===== src/rtl/mhsa_pkg.sv =====
// mhsa_pkg: shared types and helpers for the mhsa_acc_top datapath stages.
//   scale_state_e   : FSM states of scale_unit
//   LANE_W_DEF      : default signed score lane width
//   SCALE_SHIFT_MIN/MAX : legal range of the scale_unit right shift
//   sat_lane()      : clamp a signed value to a w-bit signed range
package mhsa_pkg;

   typedef enum logic [2:0] {
      StIdle,
      StRead,
      StCalc,
      StWrite,
      StDone
   } scale_state_e;

   localparam int unsigned LANE_W_DEF      = 8;
   localparam int unsigned SCALE_SHIFT_MIN = 1;
   localparam int unsigned SCALE_SHIFT_MAX = 15;

   // Clamp v to [-2^(w-1), 2^(w-1)-1]; w must be 2..31.
   function automatic logic signed [31:0] sat_lane(input logic signed [31:0] v,
                                                   input int unsigned       w);
      logic signed [31:0] hi;
      logic signed [31:0] lo;
      hi = (32'sd1 <<< (w - 1)) - 32'sd1;
      lo = -(32'sd1 <<< (w - 1));
      if (v > hi) begin
         sat_lane = hi;
      end else if (v < lo) begin
         sat_lane = lo;
      end else begin
         sat_lane = v;
      end
   endfunction

endpackage


===== src/rtl/scale_unit_lane.sv =====
// scale_lane: one signed score lane, combinational multiply / shift / saturate.
//   lane   in  LANE_W  signed input score
//   scaled out LANE_W  saturated (lane * SCALE_MUL) >>> SCALE_SHIFT
// Build option: SCALE_ROUND_EN adds 2^(SCALE_SHIFT-1) before the shift (round half up);
// without it the shift truncates toward -inf.
module scale_lane
   import mhsa_pkg::*;
#(
   parameter int unsigned LANE_W      = LANE_W_DEF,
   parameter int unsigned SCALE_MUL   = 1,
   parameter int unsigned SCALE_SHIFT = 3
) (
   input  logic [LANE_W-1:0] lane,
   output logic [LANE_W-1:0] scaled
);

   // LANE_W+9 holds the full product; one extra bit keeps the rounding add from overflowing.
   // The saturation helper works on 32 bits, so LANE_W is limited to 22.
   localparam int unsigned PW = LANE_W + 10;

   logic signed [PW-1:0] lane_s;
   logic signed [PW-1:0] mul_s;
   logic signed [PW-1:0] prod;
   logic signed [PW-1:0] shifted;

   assign lane_s = PW'($signed(lane));
   assign mul_s  = PW'($signed({1'b0, 8'(SCALE_MUL)}));
   assign prod   = lane_s * mul_s;

`ifdef SCALE_ROUND_EN
   localparam logic signed [PW-1:0] RoundHalf = PW'(1) << (SCALE_SHIFT - 1);
   assign shifted = (prod + RoundHalf) >>> SCALE_SHIFT;
`else
   assign shifted = prod >>> SCALE_SHIFT;
`endif

   assign scaled = LANE_W'(sat_lane(32'(shifted), LANE_W));

endmodule


===== src/rtl/scale_unit.sv =====
// scale_unit: in-place score scaling over NUM_WORDS packed words of one SRAM bar.
// Each word is read, every signed lane is scaled by scale_lane, and the word is written back.
// Three cycles per word (READ, CALC, WRITE); start rise to done = 3*NUM_WORDS+1 cycles.
//   clk, rst      clock, synchronous active-high reset
//   start         level request, held high for the whole run
//   done          high while in DONE
//   write_en_bar  bar write strobe
//   data_in_bar   bar write data (WIDTH)
//   addr_bar      bar address (32)
//   data_out_bar  bar read data, valid one cycle after addr_bar (WIDTH)
// Build option: SCALE_ROUND_EN selects round-half-up in scale_lane; timing is unchanged.
module scale_unit
   import mhsa_pkg::*;
#(
   parameter int unsigned WIDTH       = 64,
   parameter int unsigned LANE_W      = LANE_W_DEF,
   parameter int unsigned NUM_WORDS   = 512,
   parameter int unsigned BASE_ADDR   = 0,
   parameter int unsigned SCALE_MUL   = 1,
   parameter int unsigned SCALE_SHIFT = 3
) (
   input  logic             clk,
   input  logic             rst,
   input  logic             start,
   output logic             done,
   output logic             write_en_bar,
   output logic [WIDTH-1:0] data_in_bar,
   output logic [31:0]      addr_bar,
   input  logic [WIDTH-1:0] data_out_bar
);

   localparam int unsigned LANES = WIDTH / LANE_W;
   localparam int unsigned CNT_W = $clog2(NUM_WORDS + 1);
   localparam logic [CNT_W-1:0] LastWord = CNT_W'(NUM_WORDS - 1);

   if (SCALE_SHIFT < SCALE_SHIFT_MIN || SCALE_SHIFT > SCALE_SHIFT_MAX) begin : g_bad_shift
      $error("scale_unit: SCALE_SHIFT out of range");
   end
   if (WIDTH % LANE_W != 0) begin : g_bad_width
      $error("scale_unit: WIDTH must be a multiple of LANE_W");
   end

   scale_state_e     state_q;
   logic [CNT_W-1:0] word_cnt_q;
   logic [WIDTH-1:0] result_q;
   logic             done_q;
   logic             we_q;
   logic [31:0]      addr_q;
   logic [WIDTH-1:0] scaled_word;

   for (genvar i = 0; i < LANES; i++) begin : g_lane
      scale_lane #(
         .LANE_W      (LANE_W),
         .SCALE_MUL   (SCALE_MUL),
         .SCALE_SHIFT (SCALE_SHIFT)
      ) u_lane (
         .lane   (data_out_bar[i*LANE_W +: LANE_W]),
         .scaled (scaled_word[i*LANE_W +: LANE_W])
      );
   end

   // Outputs are registered alongside the state, so each register is loaded with the
   // value belonging to the state being entered. Anything not set below returns to 0.
   always_ff @(posedge clk) begin
      if (rst) begin
         state_q    <= StIdle;
         word_cnt_q <= '0;
         result_q   <= '0;
         done_q     <= 1'b0;
         we_q       <= 1'b0;
         addr_q     <= '0;
      end else begin
         done_q <= 1'b0;
         we_q   <= 1'b0;
         addr_q <= '0;
         unique case (state_q)
            StIdle: begin
               if (start) begin
                  state_q    <= StRead;
                  word_cnt_q <= '0;
                  addr_q     <= 32'(BASE_ADDR);
               end
            end
            StRead: begin
               state_q <= start ? StCalc : StIdle;
            end
            StCalc: begin
               if (!start) begin
                  state_q <= StIdle;
               end else begin
                  state_q  <= StWrite;
                  result_q <= scaled_word;
                  we_q     <= 1'b1;
                  addr_q   <= 32'(BASE_ADDR) + 32'(word_cnt_q);
               end
            end
            StWrite: begin
               if (!start) begin
                  state_q <= StIdle;
               end else if (word_cnt_q == LastWord) begin
                  state_q <= StDone;
                  done_q  <= 1'b1;
               end else begin
                  state_q    <= StRead;
                  word_cnt_q <= word_cnt_q + 1'b1;
                  addr_q     <= 32'(BASE_ADDR) + 32'(word_cnt_q) + 32'd1;
               end
            end
            StDone: begin
               // No rerun while start stays high; a fresh rise is needed.
               if (!start) begin
                  state_q <= StIdle;
               end else begin
                  done_q <= 1'b1;
               end
            end
            default: state_q <= StIdle;
         endcase
      end
   end

   // rst masks the outputs immediately so a write already on the bar is dropped that cycle.
   assign done         = done_q & ~rst;
   assign write_en_bar = we_q & ~rst;
   assign addr_bar     = rst ? '0 : addr_q;
   assign data_in_bar  = (we_q && !rst) ? result_q : '0;

endmodule


===== config.mk =====
export PLATFORM = sky130hd
export DESIGN_NAME = scale_unit
export DESIGN_NICKNAME = d
export VERILOG_FILES = /design/src/rtl/mhsa_pkg.sv /design/src/rtl/scale_unit_lane.sv /design/src/rtl/scale_unit.sv
export SDC_FILE = /design/constraint.sdc
export NUM_CORES = 1
export LEC_CHECK = 0
export BUFFER_PORTS_ARGS = -buffer_cell sky130_fd_sc_hd__buf_2
export CAP_MARGIN = 0
export CELL_PAD_IN_SITES_DETAIL_PLACEMENT = 1
export CELL_PAD_IN_SITES_GLOBAL_PLACEMENT = 2
export CORE_MARGIN = 2
export CORE_UTILIZATION = 25
export DETAILED_ROUTE_END_ITERATION = 8
export HOLD_SLACK_MARGIN = 0.12
export PLACE_DENSITY = 0.8
export SLEW_MARGIN = 10
export SYNTH_ARGS = -nofsm -noshare
export SYNTH_HDL_FRONTEND = slang
export SYNTH_SLANG_ARGS = --single-unit
export TNS_END_PERCENT = 20

===== constraint.sdc =====
create_clock -name clk -period 3.1 [get_ports clk]
set_clock_uncertainty 0.2 [all_clocks]
set_input_delay 0.775 -clock clk [delete_from_list [all_inputs] [get_ports clk]]
set_output_delay 0.775 -clock clk [all_outputs]
set_load 0.01 [all_outputs]

Yosys cells after proc, flatten, opt, wreduce, memory -nomap -nowiden. Index checks and enable logic that the tools add are counted.

Bits in registers: 111. Bits in latches: 0. Memory bits (writable): 0. Bits in read-only memories: 0. Input bits: 67. Memories kept: 0.

Add/sub/neg operators: 2. Multipliers: 0. Div/mod/pow operators: 0. Magnitude comparators: 16. Equal/unequal tests: 9. Shifts and indexed selects: 0. Muxes and demuxes: 37. Bitwise operators: 4. Reductions and logical operators: 8.

Operator list (number): 2-to-1 mux 8 bit (16); > comparator 5 x 8 -> 1 bit, second input constant (8); less-than comparator 5 x 8 -> 1 bit, second input constant (8); 2-to-1 mux 64 bit (1); 2-to-1 mux 10 bit (4); 2-to-1 mux 32 bit (1); 2-to-1 mux 11 bit (2); one-hot mux 11 bit (2 select lines) (1); one-hot mux 10 bit (2 select lines) (1); one-hot mux 3 bit (5 select lines) (1); 2-to-1 mux 3 bit (4); adder 10 x 1 -> 11 bit, second input constant (1); adder 10 x 1 -> 10 bit, second input constant (1); equality test 10 x 9 -> 1 bit, second input constant (1); != test 2 bit, second input constant (4); equality test 3 x 2 -> 1 bit, second input constant (2); 2-to-1 mux 2 bit (2); AND reduction 2 bit (2); AND reduction 4 bit (1); equality test 3 x 1 -> 1 bit, second input constant (1); equality test 3 bit, second input constant (1); zero test 3 bit (1); 2-to-1 mux 1 bit (3); bitwise AND 1 bit (2); 6 further kinds (7).

Logic depth before layout (Yosys ltp). Gate-level depths: netlist of run 1.

Depth after elaboration: 4. Mapped depth: 7. Depth with buffers taken out: 5.

Hierarchy. From an unflattened synthesis of run 1, not the netlist that was laid out.

Cell total of the unflattened synthesis: 577. Area total of the unflattened synthesis: 4481.8 um^2.

By module, submodules not included: scale_unit (times used 1, cells each 513, area an instance 4031.4 um^2); scale_lane (times used 8, cells each 8, area an instance 56.3 um^2).

Worst setup path before layout of run 1. Ideal clock, no wire load.

Path type: input port to output port. Start point: input rst. End point: output data_in_bar[21]. Data arrival time: 1.909 ns. Required time: 2.125 ns. Slack: 0.216 ns. Cell stages on the path: 6. Buffers on the path: 4. Cells stage by stage: clkbuf_1 nor2b_1 clkbuf_1 clkbuf_1 and2_1 buf_4.

Word-level cells in the longest chain between the ends: 3.

RTL lines: start: declaration (RTL line scale_unit.sv:23) `input logic rst,`; zero test 1 bit (RTL line scale_unit.sv:126) `assign data_in_bar = (we_q && !rst) ? result_q : '0;`; logical AND 1 bit (RTL line scale_unit.sv:126); 2-to-1 mux 64 bit (RTL line scale_unit.sv:126); end: declaration (RTL line scale_unit.sv:27) `output logic [WIDTH-1:0] data_in_bar,`.

Every way passes these cells.

Final worst setup path of run 1.
Start point: input rst. End point: output data_in_bar[62].

Same word-level chain as after synthesis.

==> out/results.ini, run 1 <==
[routing]
totalWireLength_um = 9608
initialDrtViolationCount = 107
ant_nets = 0
wire_per_inst_um = 13.31
dr.pass1.iters = 4
vias = 3195
drc = 0
via_per_inst = 4.425

[pwr]
leakagePower_nw = 1.945
ir_drop_mv = 0.1836
power_mw = 2.343
p_per_area_nw_per_um2 = 520.8

[placed_design]
post-place-ws_ps = 432.3
globalplace.congestion = 0.7720
hpwl_um = 6617
place.port_buffers = 119
place_area_um2 = 4131

[cts]
hold_buffers = 0
clk_pin_slew_worst_paths_ps = 60
postCtsSetupBuffers = 0
clkLatencyLatePin_ps = 330
htreeDepth = 3
cts_resized = 0
cts.path.max_buffers = 2
cts.root.buffer_cell = clkbuf_16
clock-sinks = 74
cts_buffers = 9
cts_tree = built

[critical_path]
crit_type = input port to output port
cp-endpoint = data_in_bar[62]
slowest_stage = buf_12
crit_fanout = 47
crit_chain = buf_2, nor2b_2, buf_12, and2_1, buf_2
arrival_ps = 1680
crit_cells = 5
crit_path_start_kind = input port
cpLargestDelayFamily = buffers and inverters
reg2regPathDepth = 5
cp_slowest_stage_delay_ps = 210
r2r_start = word_cnt_q[0]$_SDFFE_PP0P_
startpoint = rst
cp_num_buf_inv = 3
cp-end-kind = output port
reg2reg_slack_ps = 930
worst_path_most_repeated_cell = buf_2
reg2reg_to = word_cnt_q[6]$_SDFFE_PP0P_
crit_required_ps = 2120

[cells_and_area]
final_util_pct = 32.28
antennaDiodeCount = 0
fin_area_um2 = 4498
mostFrequentLayoutCell = buf_2
syn_to_final_growth_pct = 25.83
nNetsFinal = 605
drive_above_1_share_pct = 28.60
most-common-layout-cells = buf_2 (119), nand2_1 (104), dfxtp_1 (74)

[synthesis]
synth_top_area_share_pct = 41.44
synth.avg_cell_area_um2 = 7.891
syn_area_um2 = 3575
synth_edf_count = 0
synth_cells = 453
synthTopCellsByArea = dfxtp_1 (41%), nand2_1 (11%), and2_1 (8.4%), buf_4 (8.4%), a21oi_1 (8.1%)
yosysWarnings = 0
synth_seq_area_share_pct = 41.44
async_flop_share_pct = 0
ys_seq_elements = 74
synthDistinctLibCells = 45
yosysTopAreaCell = dfxtp_1
synth_flop_cell = dfxtp_1

[global_route]
grt_pass1_wl_um = 15060
gr-total-overflow = 0
grt_max_degree = 80
grt_pass1_vias = 3077
grt_usage_pct = 12.68
antenna_found_initial = 0

[hold_path]
hold_depth = 2
min_path_type = flop to flop

[timing]
hold_viol_final = 0
worst_pin_slew_ps = 514.4
finalSetupViolations = 0
slew_violations = 0
rsz0062_at_grt = no
finalSetupTns_ps = 0
slew_headroom_pct = 65.60
max_freq_ghz = 0.3773
fin_crit_ps = 2650
fin_crit_sh_pct = 85.49
fin_ws_ps = 449.8

[die]
die_height_um = 123.6
core_um2 = 13930
boundaryPins = 165
dieArea_um2 = 15270
row_count = 43
initial_core_util_pct = 25.65
die_x_um = 123.6

[run]
cap_violations = 0

[run_status]
status = finished, final reports clean

layout make-up:
cell class,count,area (µm²)
fill,1727,9437
tap,180,225.2
timing repair buffer,125,678.2
clock buffer,9,225.2
sequential,74,1481
multi-input combinational,326,1743
inverter,1,3.754
clock inverter,7,141.4
worst min-delay path, cell delays in order, from the launching register on:
cell     delay (ps)
dfxtp_1         300
nand2_1          50
a21oi_1          50
layer usage:
layer / GRT usage [%] / wire length, µm / vias to the layer above
met3: 2.656 / 514 / 11
met4: 5.256 / 137 / 0
li1: - / - / 1592
met5: 0 / 0 / -
met1: 16.38 / 4401 / 1507
met2: 20.54 / 4554 / 85
stage by stage:
step,instances,hold slack (ps)
floorplan,473,231.7
global placement,706,237.3
detailed placement,706,242.5
CTS,722,251.1
global route,722,272.2
finish,722,248.0
cell usage after synthesis (2+ instances only):
library cell,instances
a41oi_1,2
nand2b_1,3
nand3b_1,3
or3_1,2
xnor2_1,2
clkbuf_1,20
dfxtp_1,74
nor2b_1,14
nand3_1,6
a21oi_1,58
o21ai_1,5
o31ai_1,3
nor3_1,5
nand4_1,3
buf_4,40
and2_1,48
buf_2,11
xor2_1,2
a311oi_2,3
o21ai_0,5
nor2_1,12
nand2_1,104
a31oi_1,3
nor3b_1,3
and4_4,2
worst min-delay path by stage:
stage | from | end
floorplan | result_q[0]$_SDFFE_PP0P_ | result_q[0]$_SDFFE_PP0P_
CTS | result_q[33]$_SDFFE_PP0P_ | result_q[33]$_SDFFE_PP0P_
global route | result_q[9]$_SDFFE_PP0P_ | result_q[9]$_SDFFE_PP0P_
global placement | result_q[34]$_SDFFE_PP0P_ | result_q[34]$_SDFFE_PP0P_
detailed placement | result_q[33]$_SDFFE_PP0P_ | result_q[33]$_SDFFE_PP0P_
finish | result_q[43]$_SDFFE_PP0P_ | result_q[43]$_SDFFE_PP0P_
report_power, final:
part	switching (mW)	internal [mW]	total, mW
clock network	0.412	0.867	1.28
registers	0.00761	0.960	0.968
logic	0.0608	0.0345	0.0953
registers in the layout, indices dropped and copies added, names as in the netlist:
signal,count
word_cnt_q,10
we_q,1
done_q,1
result_q,48
state_q,3
addr_q,11
logic make-up (layout without fill, tap and decap cells):
logic type | after synthesis | after routing | synth area share (%)
AO/OA/AOI/OAI | 80 | 80 | 12.78
XOR/XNOR | 4 | 4 | 0.9802
other | 1 | 21 | 0.1049
flip-flops | 74 | 74 | 41.44
multiplexers | 1 | 1 | 0.2800
AND/OR/NAND/NOR | 219 | 219 | 31.54
buffers and inverters | 73 | 142 | 12.53
adder cells (fa/ha/maj) | 1 | 1 | 0.3500
(Power assumes the default switching activity.)
==> run 2, diff against run 1 <==
CELL_PAD_IN_SITES_DETAIL_PLACEMENT = 0   (was 1)
CELL_PAD_IN_SITES_GLOBAL_PLACEMENT = 1   (was 2)
CORE_MARGIN = 5   (was 2)
CORE_UTILIZATION = 33   (was 25)
PLACE_DENSITY = 0.81   (was 0.8)
==> out/results.ini, run 2 (synthesis gave the netlist of run 1 again) <==
[die]
die_x_um = 114.1
dieArea_um2 = 13010
die_height_um = 114.1
boundaryPins = 165
core_um2 = 10750
row_count = 38
initial_core_util_pct = 33.27

[routing]
initialDrtViolationCount = 204
dr.pass1.iters = 4
drc = 0
ant_nets = 0
via_per_inst = 4.553
totalWireLength_um = 8513
wire_per_inst_um = 12.48
vias = 3105

[cts]
clock-sinks = 74
cts.path.max_buffers = 2
cts_buffers = 9
hold_buffers = 0
cts_resized = 0
cts_tree = built
postCtsSetupBuffers = 0
cts.root.buffer_cell = clkbuf_8
clk_pin_slew_worst_paths_ps = 80
htreeDepth = 3
clkLatencyLatePin_ps = 340

[critical_path]
crit_path_start_kind = input port
crit_type = input port to output port
arrival_ps = 1620
crit_fanout = 49
cp-end-kind = output port
crit_chain = buf_2, nor2b_2, buf_12, and2_1, buf_2
crit_required_ps = 2120
worst_path_most_repeated_cell = buf_2
cp_slowest_stage_delay_ps = 210
slowest_stage = and2_1

[global_route]
grt_usage_pct = 13.06
grt_pass1_vias = 2950
grt_pass1_wl_um = 13790
gr-total-overflow = 0
grt_max_degree = 50
antenna_found_initial = 0

[run_status]
status = finished, final reports clean

[timing]
max_freq_ghz = 0.3848
rsz0062_at_grt = no
fin_crit_ps = 2599
fin_crit_sh_pct = 83.83
slew_violations = 0
hold_viol_final = 0
finalSetupTns_ps = 0
finalSetupViolations = 0
fin_ws_ps = 501.3

[cells_and_area]
largest_register_ffs = 48
top_register = result_q
nNetsFinal = 605
antennaDiodeCount = 0
drive_above_1_share_pct = 28.60
most-common-layout-cells = buf_2 (119), nand2_1 (104), dfxtp_1 (74)
syn_to_final_growth_pct = 18.52
largestRegisters = result_q: 48 flops, addr_q: 11 flops, word_cnt_q: 10 flops
mostFrequentLayoutCell = buf_2

[pwr]
ir_drop_mv = 0.2106
leakagePower_nw = 1.845
p_per_area_nw_per_um2 = 409.8
power_mw = 1.736

[placed_design]
hpwl_um = 5934
post-place-ws_ps = 510.3
place.port_buffers = 119
globalplace.congestion = 0.7909

[run]
cap_violations = 0

[hold_path]
min_path_type = flop to flop

run 2: path summary, 6_finish.rpt:
kind                                            startpoint                         end  slack [ps]  depth (start not counted)
worst max register to register  word_cnt_q[0]$_SDFFE_PP0P_  word_cnt_q[6]$_SDFFE_PP0P_        1000                          5
worst min-delay path             result_q[18]$_SDFFE_PP0P_   result_q[18]$_SDFFE_PP0P_         250                          2
worst min register to register   result_q[18]$_SDFFE_PP0P_   result_q[18]$_SDFFE_PP0P_         250                          2
worst max-delay path                                   rst             data_in_bar[62]         500                          5
run 2: worst max-delay path: cells and delay by family:
kind | cells | cell delay (ps)
buffers and inverters | 3 | 460
and+or+nand+nor | 2 | 360
run 2: layout make-up:
type,count,area (µm²)
multi-input combinational,326,1743
fill,1150,6509
sequential,74,1481
timing repair buffer,125,653.1
tap,140,175.2
clock inverter,6,42.54
clock buffer,10,137.6
inverter,1,3.754
run 2: power breakdown:
group / switching, mW / internal [mW] / total (mW)
clock network: 0.366 / 0.312 / 0.677
registers: 0.00752 / 0.959 / 0.966
logic: 0.0597 / 0.0329 / 0.0926
run 2: layer usage:
| layer | global-route usage, % | up-vias | share of wire (%) |
|---|---|---|---|
| met3 | 2.801 | 10 | 7.3 |
| met1 | 17.33 | 1408 | 46 |
| met4 | 6.176 | 0 | 1.9 |
| met2 | 20.22 | 102 | 45 |
| li1 | - | 1585 | - |
| met5 | 0 | - | 0 |
run 2: stage by stage:
stage          cells  utilization (%)  hold slack, ps  area, µm²
3_5_place_dp     666            37.75           242.6       4056
2_1_floorplan    473                -           231.7       3650
3_3_place_gp     666            37.75           237.7       4056
6_report         682            39.43           250.5       4237
5_1_grt          682            39.43           274.2       4237
4_1_cts          682            39.43           253.9       4237
==> run 3, diff against run 2 <==
ABC_AREA = 1   (was not set)
CORE_UTILIZATION = 31   (was 33)
PLACE_DENSITY = 0.79   (was 0.81)
clock period = 2.45 ns   (was 3.1 ns; I/O delays follow)
==> out/results.ini, run 3 <==
[critical_path]
crit_required_ps = 1640
cp-end-kind = output port
crit_fanout = 29
cp_slowest_stage_delay_ps = 190
arrival_ps = 1520
crit_path_start_kind = input port
crit_chain = buf_2, inv_1, nand2_1, buf_12, nor2_1, buf_2
worst_path_most_repeated_cell = buf_2
slowest_stage = buf_12
crit_type = input port to output port

[cts]
clkLatencyLatePin_ps = 340
cts.root.buffer_cell = clkbuf_16
clk_pin_slew_worst_paths_ps = 60
cts_tree = built
cts.path.max_buffers = 2
postCtsSetupBuffers = 0
clock-sinks = 74
htreeDepth = 3
hold_buffers = 0
cts_buffers = 9

[synthesis]
synth.avg_cell_area_um2 = 7.120
synth_seq_area_share_pct = 42.64
synth_edf_count = 0
yosysTopAreaCell = dfxtp_1
synth_cells = 488
yosys-top-cells-count = dfxtp_1 (74), a21oi_1 (72), nand2_1 (72), nor2_1 (72), inv_1 (71)
synthTopCellsByArea = dfxtp_1 (43%), a21oi_1 (10%), buf_4 (8.6%), nand2_1 (7.8%), nor2_1 (7.8%)
synth_flop_cell = dfxtp_1
synthDistinctLibCells = 30
ys_seq_elements = 74
syn_area_um2 = 3475
async_flop_share_pct = 0
yosysMostFrequentCell = dfxtp_1
yosysWarnings = 0
synth_top_area_share_pct = 42.64

[timing]
max_freq_ghz = 0.4295
fin_crit_sh_pct = 95.03
worst_pin_slew_ps = 504.9
slew_headroom_pct = 66.34
fin_crit_ps = 2328
whs_ps = 250.3
slew_violations = 0
hold_viol_final = 0
finalSetupViolations = 0
rsz0062_at_grt = no
finalSetupTns_ps = 0

[routing]
totalWireLength_um = 8408
via_per_inst = 4.334
initialDrtViolationCount = 136
wl_met2_um = 3652
vias = 3155
drc = 0
dr.pass1.iters = 4
ant_nets = 0
routed-wl-met3_um = 680
m1WireLength_um = 3904
routed.top_layer = met4
wire_per_inst_um = 11.55

[cells_and_area]
multi_input_area_um2 = 1390
antennaDiodeCount = 0
largest_register_ffs = 48
most-common-layout-cells = buf_2 (119), dfxtp_1 (74), nand2_1 (72), a21oi_1 (72), inv_1 (71)
drive_above_1_share_pct = 26.70
register_area_um2 = 1481
top_register = result_q
nNetsFinal = 651
num-fill-cells = 1152
mostFrequentLayoutCell = buf_2
largestRegisters = result_q: 48 flops, addr_q: 11 flops, word_cnt_q: 10 flops
syn_to_final_growth_pct = 23.80

[global_route]
grt_max_degree = 51
antenna_found_initial = 0
grt_usage_pct = 12.68
grt_pass1_vias = 2905
grt_pass1_wl_um = 13490
gr-total-overflow = 0

[hold_path]
min_path_type = flop to flop

[die]
die_height_um = 115.9
boundaryPins = 165
core_um2 = 10940
dieArea_um2 = 13430
initial_core_util_pct = 31.77
die_x_um = 115.9
row_count = 38

[placed_design]
place.port_buffers = 119
hpwl_um = 6116
globalplace.congestion = 0.8001

[pwr]
p_per_area_nw_per_um2 = 632.0
leakagePower_nw = 1.845
power_mw = 2.719
ir_drop_mv = 0.2786

[run]
cap_violations = 0

[run_status]
status = finished, final reports clean

[run 3: layout make-up]
type                    count  share of cell area, %
flip-flops and latches     74                  34.44
clock buffers              12                  5.963
well taps                 140                  4.072
multi-input cells         298                  32.32
repair buffers            125                  15.47
inverters                  75                  6.574
clock inverters             4                  1.163
[run 3: critical path: cells and delay by family]
kind / cells / cell delay [ps]
buf+inv: 4 / 560
simple gates: 2 / 320
[run 3: where the power goes]
group / switching [mW] / total [mW] / leakage [nW] / internal, mW
Combinational: 0.100 / 0.154 / 1.10 / 0.0531
Clock: 0.487 / 1.33 / 0.145 / 0.842
Sequential: 0.00910 / 1.24 / 0.598 / 1.23
Total: 0.597 / 2.72 / 1.85 / 2.12
[run 3: logic make-up after synthesis]
logic type,after synthesis,share of synthesized area (%)
and+or+nand+nor,167,20.99
buffers and inverters,136,19.73
AOI/OAI and AO/OA,106,15.41
DFF,74,42.64
xor gates and xnor gates,3,0.7563
adders and majority gates,1,0.3600
other,1,0.1079
[run 3: worst paths after layout]
check / from / to / slack (ps) / cells after the start
setup / recovery: rst / data_in_bar[4] / 120 / 6
setup reg to reg: state_q[2]$_SDFFE_PP0P_ / state_q[0]$_SDFFE_PP0P_ / 600 / 5
hold reg to reg: result_q[56]$_SDFFE_PP0P_ / result_q[56]$_SDFFE_PP0P_ / 250 / 2
hold / removal: result_q[56]$_SDFFE_PP0P_ / result_q[56]$_SDFFE_PP0P_ / 250 / 2
[run 3: metal layers]
metal	vias up	track usage (%)
met5	-	0
met4	0	5.878
met3	16	3.133
met2	103	20.29
met1	1392	16.07
li1	1644	-
[run 3: repair_timing]
action,CTS,global route
endpoints found under the hold margin,0,0
endpoints found under the setup margin,0,6
resized for setup,0,2
[run 3: stage by stage]
step	cells	worst slack (ps)	cell area, µm²	util [%]
2_1_floorplan	508	29.40	3552	-
3_3_place_gp	712	79.35	3990	36.49
3_5_place_dp	712	48.96	3990	36.49
4_1_cts	728	47.59	4297	39.29
5_1_grt	728	30.58	4302	39.34
6_report	728	121.8	4302	39.34
